--- src/rtl/keycode_encoder.sv ---
// Turns right/left/jump key levels into a PS/2 Set-2 style scancode byte stream
// (make, F0+code break, typematic repeat) behind a valid/ready byte handshake.
module keycode_encoder #(
    parameter logic [7:0]  CODE_RIGHT    = 8'h23,
    parameter logic [7:0]  CODE_LEFT     = 8'h1C,
    parameter logic [7:0]  CODE_JUMP     = 8'h1D,
    parameter int unsigned REPEAT_CYCLES = 1000
) (
    input  logic        clk,
    input  logic        rst,
    input  logic        right,
    input  logic        left,
    input  logic        jump,
    input  logic        tx_ready,
    output logic        tx_valid,
    output logic [7:0]  tx_data,
    output logic [15:0] keycode,
    output logic        busy
);
    typedef enum logic [1:0] {IDLE, SEND_F0, SEND_CODE} state_t;

    localparam int unsigned RPT_LAST   = (REPEAT_CYCLES == 0) ? 0 : REPEAT_CYCLES - 1;
    localparam logic [23:0] RPT_LAST_V = 24'(RPT_LAST);

    state_t      state, state_n;
    logic [2:0]  in_q;              // {jump, left, right}
    logic [2:0]  rep, rep_n;        // last level actually sent downstream per key
    logic [1:0]  sel_key, sel_key_n;
    logic [7:0]  sel_code, sel_code_n;
    logic        sel_make, sel_make_n;
    logic [23:0] timer, timer_n;
    logic        tx_valid_n;
    logic [7:0]  tx_data_n;
    logic [15:0] keycode_n;
    logic [2:0]  mismatch;
    logic [1:0]  mis_key, held_key;
    logic        xfer;

    function automatic logic [1:0] pick_top(input logic [2:0] m);
        if (m[2])      return 2'd2;
        else if (m[1]) return 2'd1;
        else           return 2'd0;
    endfunction

    function automatic logic [7:0] code_of(input logic [1:0] k);
        case (k)
            2'd2:    return CODE_JUMP;
            2'd1:    return CODE_LEFT;
            default: return CODE_RIGHT;
        endcase
    endfunction

    assign mismatch = in_q ^ rep;
    assign mis_key  = pick_top(mismatch);
    assign held_key = pick_top(rep);
    assign xfer     = tx_valid & tx_ready;

    always_comb begin
        state_n    = state;
        rep_n      = rep;
        sel_key_n  = sel_key;
        sel_code_n = sel_code;
        sel_make_n = sel_make;
        timer_n    = timer;
        tx_valid_n = tx_valid;
        tx_data_n  = tx_data;
        keycode_n  = keycode;
        case (state)
            IDLE: begin
                if (mismatch != 3'b000) begin
                    sel_key_n  = mis_key;
                    sel_code_n = code_of(mis_key);
                    sel_make_n = in_q[mis_key];
                    tx_valid_n = 1'b1;
                    tx_data_n  = in_q[mis_key] ? code_of(mis_key) : 8'hF0;
                    state_n    = in_q[mis_key] ? SEND_CODE : SEND_F0;
                end else if (rep != 3'b000) begin
                    if (REPEAT_CYCLES != 0 && timer == RPT_LAST_V) begin
                        // typematic repeat: re-make the highest-priority held key
                        sel_key_n  = held_key;
                        sel_code_n = code_of(held_key);
                        sel_make_n = 1'b1;
                        tx_valid_n = 1'b1;
                        tx_data_n  = code_of(held_key);
                        state_n    = SEND_CODE;
                        timer_n    = 24'd0;
                    end else begin
                        timer_n = timer + 24'd1;
                    end
                end
            end
            SEND_F0: begin
                if (xfer) begin
                    tx_data_n = sel_code;
                    state_n   = SEND_CODE;
                end
            end
            SEND_CODE: begin
                if (xfer) begin
                    tx_valid_n     = 1'b0;
                    state_n        = IDLE;
                    rep_n[sel_key] = sel_make;
                    keycode_n      = {sel_make ? 8'h00 : 8'hF0, sel_code};
                    timer_n        = 24'd0;
                end
            end
            default: state_n = IDLE;
        endcase
        if (rep == 3'b000) timer_n = 24'd0;
    end

    always_ff @(posedge clk) begin
        if (rst) begin
            state    <= IDLE;
            in_q     <= 3'b000;
            rep      <= 3'b000;
            sel_key  <= 2'd0;
            sel_code <= 8'h00;
            sel_make <= 1'b0;
            timer    <= 24'd0;
            tx_valid <= 1'b0;
            tx_data  <= 8'h00;
            keycode  <= 16'h0000;
            busy     <= 1'b0;
        end else begin
            state    <= state_n;
            in_q     <= {jump, left, right};
            rep      <= rep_n;
            sel_key  <= sel_key_n;
            sel_code <= sel_code_n;
            sel_make <= sel_make_n;
            timer    <= timer_n;
            tx_valid <= tx_valid_n;
            tx_data  <= tx_data_n;
            keycode  <= keycode_n;
            busy     <= (state_n != IDLE);
        end
    end
endmodule

--- config.mk ---
export PLATFORM = sky130hd
export DESIGN_NAME = keycode_encoder
export DESIGN_NICKNAME = d
export VERILOG_FILES = /design/src/rtl/keycode_encoder.sv
export SDC_FILE = /design/constraint.sdc
export NUM_CORES = 1
export LEC_CHECK = 0
export BUFFER_PORTS_ARGS = -buffer_cell sky130_fd_sc_hd__buf_2
export CORE_AREA = 2 2 82 84
export CTS_BUF_LIST = sky130_fd_sc_hd__clkbuf_4 sky130_fd_sc_hd__clkbuf_8 sky130_fd_sc_hd__clkbuf_16
export CTS_CLUSTER_SIZE = 8
export DETAILED_ROUTE_END_ITERATION = 6
export DIE_AREA = 0 0 84 86
export SETUP_SLACK_MARGIN = 0.05
export SYNTH_ARGS = -nofsm -noshare
export SYNTH_HDL_FRONTEND = slang
export SYNTH_SLANG_ARGS = --single-unit
--- constraint.sdc ---
create_clock -name clk -period 4.61 [get_ports clk]
set_clock_uncertainty 0.2 [all_clocks]
set_input_delay 0.2305 -clock clk [delete_from_list [all_inputs] [get_ports clk]]
set_output_delay 0.2305 -clock clk [all_outputs]
set_load 0.02 [all_outputs]
After elaboration in Yosys (flattened, before gate mapping):

Cells that the tools add are included.

* word-level logic and storage cells: 86
* bits in registers: 69
* bits of input ports: 6
* output and inout port bits: 26

* $add $sub $neg: 1
* reduce and logical (&&, ||, !) cells: 16
* muxes and demuxes: 40
* bitwise operators: 2
* magnitude comparators: 3
* equal/unequal tests: 13

Operators by type and width (number)
* 2-to-1 mux 24 bit: 4
* 2-to-1 mux 8 bit: 7
* one-hot mux 24 bit (2 select lines): 1
* adder 24 x 1 -> 24 bit, second input constant: 1
* equality test 24 x 10 -> 1 bit, second input constant: 1
* one-hot mux 6 bit (2 select lines): 2
* 2-to-1 mux 2 bit: 11
* one-hot mux 8 bit (2 select lines): 1
* AND reduction 4 bit: 3
* nonzero test 2 bit: 5
* 2-to-1 mux 1 bit: 9
* != test 2 bit, second input constant: 4
* equality test 2 x 1 -> 1 bit, second input constant: 3
* equality test 2 bit, second input constant: 3
* < comparator 2 x 3 -> 1 bit, second input constant: 2
* != test 3 bit, second input constant: 2
* one-hot mux 2 bit (3 select lines): 1
* nonzero test 3 bit: 2
* bitwise mux 3 bit: 1
* zero test 3 bit: 1
* AND reduction 3 bit: 1
* bitwise XOR 3 bit: 1
* binary-select mux 1 bit (select 2 bit): 1
* demux 1 bit (select 2 bit): 1
* 7 further kinds: 7

Depth between registers and ports, before layout:

* word-level depth: 9
* gate-level depth with buffers: 8
* gate-level depth less buffers: 6

Worst setup path after synthesis:

No wires, ideal clock.

* kind: reg2reg
* from: register timer[0]
* to: register timer[22]
* data required time: 4340 ps
* clock period less this slack: 2081 ps
* stages on the path, launching flop included: 8
* library setup time: 70 ps
* arrival: 1811 ps
* setup slack: 2529 ps
* buffers on the path: 1
* cell sequence: dfxtp_1 > ha_1 > nor2b_1 > and4_1 > clkbuf_1 > a2111oi_4 > a21oi_1 > a21oi_1

* word-level cells in the longest chain between the ends: 5
* elaborated cells on any way between the ends: 6
* those cells by class: add/sub (1); eq/ne (1); mux (4)

RTL lines
* from (decl): line 31 `logic [23:0] timer, timer_n;`
* from (signal assigned): line 132 `timer <= timer_n;`
* adder 24 x 1 -> 24 bit or equality test 24 x 10 -> 1 bit (tied branches): line 88, 78
* 2-to-1 mux 24 bit (*): line 78 `if (REPEAT_CYCLES != 0 && timer == RPT_LAST_V) begin`
* 2-to-1 mux 24 bit (*): line 77 `end else if (rep != 3'b000) begin`
* 2-to-1 mux 24 bit (*): line 70 `if (mismatch != 3'b000) begin`
* one-hot mux 24 bit (2 select lines) (*): line 68 `case (state)`

Every way passes the cells marked *; elsewhere a longest branch is shown, timed or not. The select of a mux whose other input is x is not followed.
A chain may end at the register's enable or synchronous reset.

Worst setup path after layout:

* from: register state[1]
* to: register timer[16]

* word-level cells in the longest chain between the ends: 3
* elaborated cells on any way between the ends: 8
* those cells by class: eq/ne (4); mux (1); reduce/logical (3)

RTL lines
* from (decl): line 25 `state_t state, state_n;`
* from (signal assigned): line 126 `state <= state_n;`
* equality test 2 bit or zero test 2 bit (tied branches): line 68
* != test 2 bit (no line) or nonzero test 2 bit (tied branches)
* AND reduction 4 bit (no line)

Parallel ways exist; a longest one is shown, timed or not.

==> impl_metrics.py <==
metrics = {
    "logic_synthesis": {
        "synth-seq-area-share": 0.359,
        "synthAdderAreaFrac": 0.0117,
        "synth_top_family_by_area": "simple AND/OR/NAND/NOR gates",
        "synthMuxAreaShare": 0.0287,
        "ys_ff_latch": 50,
        "synth_edf_count": 0,
        "synthCells": 339,
        "synthSimpleGateAreaFrac": 0.278,
        "synthFlopType": "dfxtp_1",
        "yosysWarnings": 0,
        "synth-compound-area-share": 0.215,
        "avgSynthCellArea_sq_um": 8.22,
        "synth_area_sq_mm": 0.00279,
        "ys_types": 56,
        "ys_async_sr_fraction": 0,
        "synth-xor-area-share": 0.0220,
    },
    "finish": {
        "antenna-diode-count": 0,
        "drive_gt1_frac": 0.129,
        "area_growth_pct": 6.82,
        "finalNetCount": 355,
    },
    "die": {
        "core-area_sq_mm": 0.00628,
        "placementRows": 29,
        "die_width_um": 84,
        "dieArea_sq_mm": 0.00722,
        "die_h_um": 86,
        "start_util": 0.444,
        "io_pins": 32,
    },
    "global_routing": {
        "grt.met1_usage": 0.237,
        "grt_use_met3": 0.0346,
        "antenna_found_initial": 0,
        "grt_use_met2": 0.301,
        "gr-max-usage-layer": "met2",
        "grt_pass1_wl_um": 10600,
        "overflow": 0,
        "grt_max_degree": 26,
        "grtUsageTotal": 0.180,
        "first_global_vias": 2205,
    },
    "cts": {
        "cts_tree": "built",
        "cts_num_sinks": 50,
        "ctsHoldBuffers": 3,
        "cts_resized": 0,
        "post_cts_buffers": 0,
        "cts_buffers": 5,
        "insertion_delay_ps": 310,
        "cts_max_path_buffers": 2,
        "clk_pin_slew_ps": 100,
        "cts_root_buffer": "clkbuf_8",
        "cts_max_level": 2,
    },
    "timing": {
        "fin_crit_ps": 2600,
        "worst_pin_slew_ps": 846,
        "fmax_mhz": 385,
        "rsz0062_at_grt": "false",
        "fin_crit_sh": 0.564,
        "finalMaxSlewViolations": 0,
        "setup_viol": 0,
        "hold_viol_final": 0,
        "slew_headroom": 0.431,
        "tns_ps": 0,
    },
    "route": {
        "avgViaCountPerCell": 5.89,
        "wl_um": 6410,
        "drtIter0Drc": 183,
        "drtPass1Iterations": 6,
        "drt_drc_violations_left": 0,
        "drt.antenna.violating_nets": 0,
        "wire_per_inst_um": 15.0,
        "dr_total_vias": 2511,
    },
    "setup_path": {
        "crit_path_max_incr_delay_ps": 600,
        "path_max_fanout": 9,
        "critPathRequiredTime_ps": 4580,
        "cp-start-kind": "flip-flop",
        "cp_slowest_cell": "nor2b_1",
        "r2r_cells": 5,
        "crit_arrival_ps": 2570,
        "worstSetupPathType": "flip-flop to flip-flop",
        "path_cells": "nor2b_1 -> nand3_1 -> o21ai_1 -> a31o_2 -> a21oi_1",
        "endpoint_kind": "flip-flop",
    },
    "placement": {
        "routabilityCongestion": 0.852,
        "dp.final_hpwl_um": 4520,
        "io_buffers": 25,
    },
    "job": {
        "maxCapViolations": 0,
    },
    "power": {
        "power_leakage_nw": 1.03,
        "powerDensity_mw_per_mm2": 303,
        "ir_drop_v": 0.000154,
        "p_total_mw": 0.902,
    },
    "worst_hold_path": {
        "min_path_type": "input port to flip-flop",
        "worstHoldPathCells": 4,
    },
    "run_status": {
        "status": "complete, no violations",
    },
}
[where the power goes]
group          switching [mW]  internal [mW]  total [mW]
logic                  0.0743         0.0417       0.116
clock network           0.157          0.162       0.319
registers              0.0188          0.449       0.467
[final cells by class]
cell class / count / area (sq um)
repair buffers: 28 / 155
multi-input cells: 252 / 1570
inverters: 11 / 41.3
clock buffers: 5 / 68.8
clock inverters: 3 / 45.0
flip-flops and latches: 50 / 1000
well taps: 77 / 96.3
fillers: 627 / 3300
[synth_stat cells (4+ instances only)]
cell type | number | share of area
a211oi_1 | 4 | 0.011
a21oi_1 | 42 | 0.075
a31oi_1 | 6 | 0.013
and3_1 | 6 | 0.013
and4_1 | 7 | 0.022
buf_2 | 4 | 0.0072
buf_4 | 17 | 0.046
clkbuf_1 | 8 | 0.011
dfxtp_1 | 50 | 0.36
inv_1 | 11 | 0.015
mux2i_1 | 8 | 0.029
nand2_1 | 26 | 0.035
nand2b_1 | 7 | 0.016
nand3_1 | 14 | 0.025
nand4_1 | 9 | 0.020
nor2_1 | 19 | 0.026
nor2b_1 | 6 | 0.013
nor3_1 | 8 | 0.014
nor4_1 | 6 | 0.013
o21ai_0 | 15 | 0.027
o31ai_1 | 6 | 0.016
or3_1 | 8 | 0.018
or4_1 | 4 | 0.011
[layout by cell type (no fill, tap or decap), types with 4 or more instances in the layout]
cell      netlist  layout
nor2b_1         6       6
nand2b_1        7       7
nor2_1         19      19
o31ai_1         6       6
mux2i_1         8       8
or3_1           8       8
o21ai_0        15      15
nor3_1          8       8
conb_1          1       6
buf_2           4      25
a31oi_1         6       6
a21oi_1        42      42
nor4_1          6       6
a211oi_1        4       4
and4_1          7       7
nand2_1        26      26
inv_1          11      11
nand4_1         9       9
nand3_1        14      14
and3_1          6       6
dfxtp_1        50      50
clkbuf_8        0       5
or4_1           4       4
[kinds of logic (layout without fill, tap and decap cells)]
family                   after synthesis  in the layout
XOR/XNOR                               4              4
buffers and inverters                 42             47
adder cells (fa/ha/maj)                3              3
AO/OA/AOI/OAI                         94             94
other                                  1              6
AND/OR/NAND/NOR                      137            137
multiplexers                           8              8
flip-flops                            50             50
[registers in the layout, summed over array words and instances, names as in the netlist]
| register | cells |
|---|---|
| sel_code | 3 |
| state | 2 |
| sel_key | 2 |
| in_q | 3 |
| tx_data | 6 |
| tx_valid | 1 |
| sel_make | 1 |
| busy | 1 |
| timer | 24 |
| keycode | 4 |
| rep | 3 |
[per-stage QoR]
stage	hold WS (ps)	util	cell area (sq um)	instances	setup slack (ps)
after CTS	94.8	0.474	2980	426	2030
after detailed placement	244	0.451	2830	415	2050
after floorplan	102	-	2810	344	2530
after global placement	237	0.451	2830	415	2070
after global routing	140	0.474	2980	426	1740
final	98.9	0.474	2980	426	2010
[final timing paths]
| kind | from | end | slack (ps) |
|---|---|---|---|
| worst min register to register | keycode[0] | keycode[0] | 270 |
| worst min-delay path | tx_ready | state[0] | 100 |
| worst max-delay path | state[1] | timer[16] | 2010 |
| worst max register to register | state[1] | timer[16] | 2010 |
[critical path: cells and delay by family, from the launching register on]
kind	cells	cell delay (ps)
AND/OR/NAND/NOR	2	1040
flip-flops	1	500
AO/OA/AOI/OAI	3	710
[metal layers]
metal  vias to the layer above  wire (um)
met5                         -          0
met4                         0         69
met3                         5        234
met2                        54       3000
met1                      1191       3110
li1                       1261          -
Power figures use the tool's default switching activity.
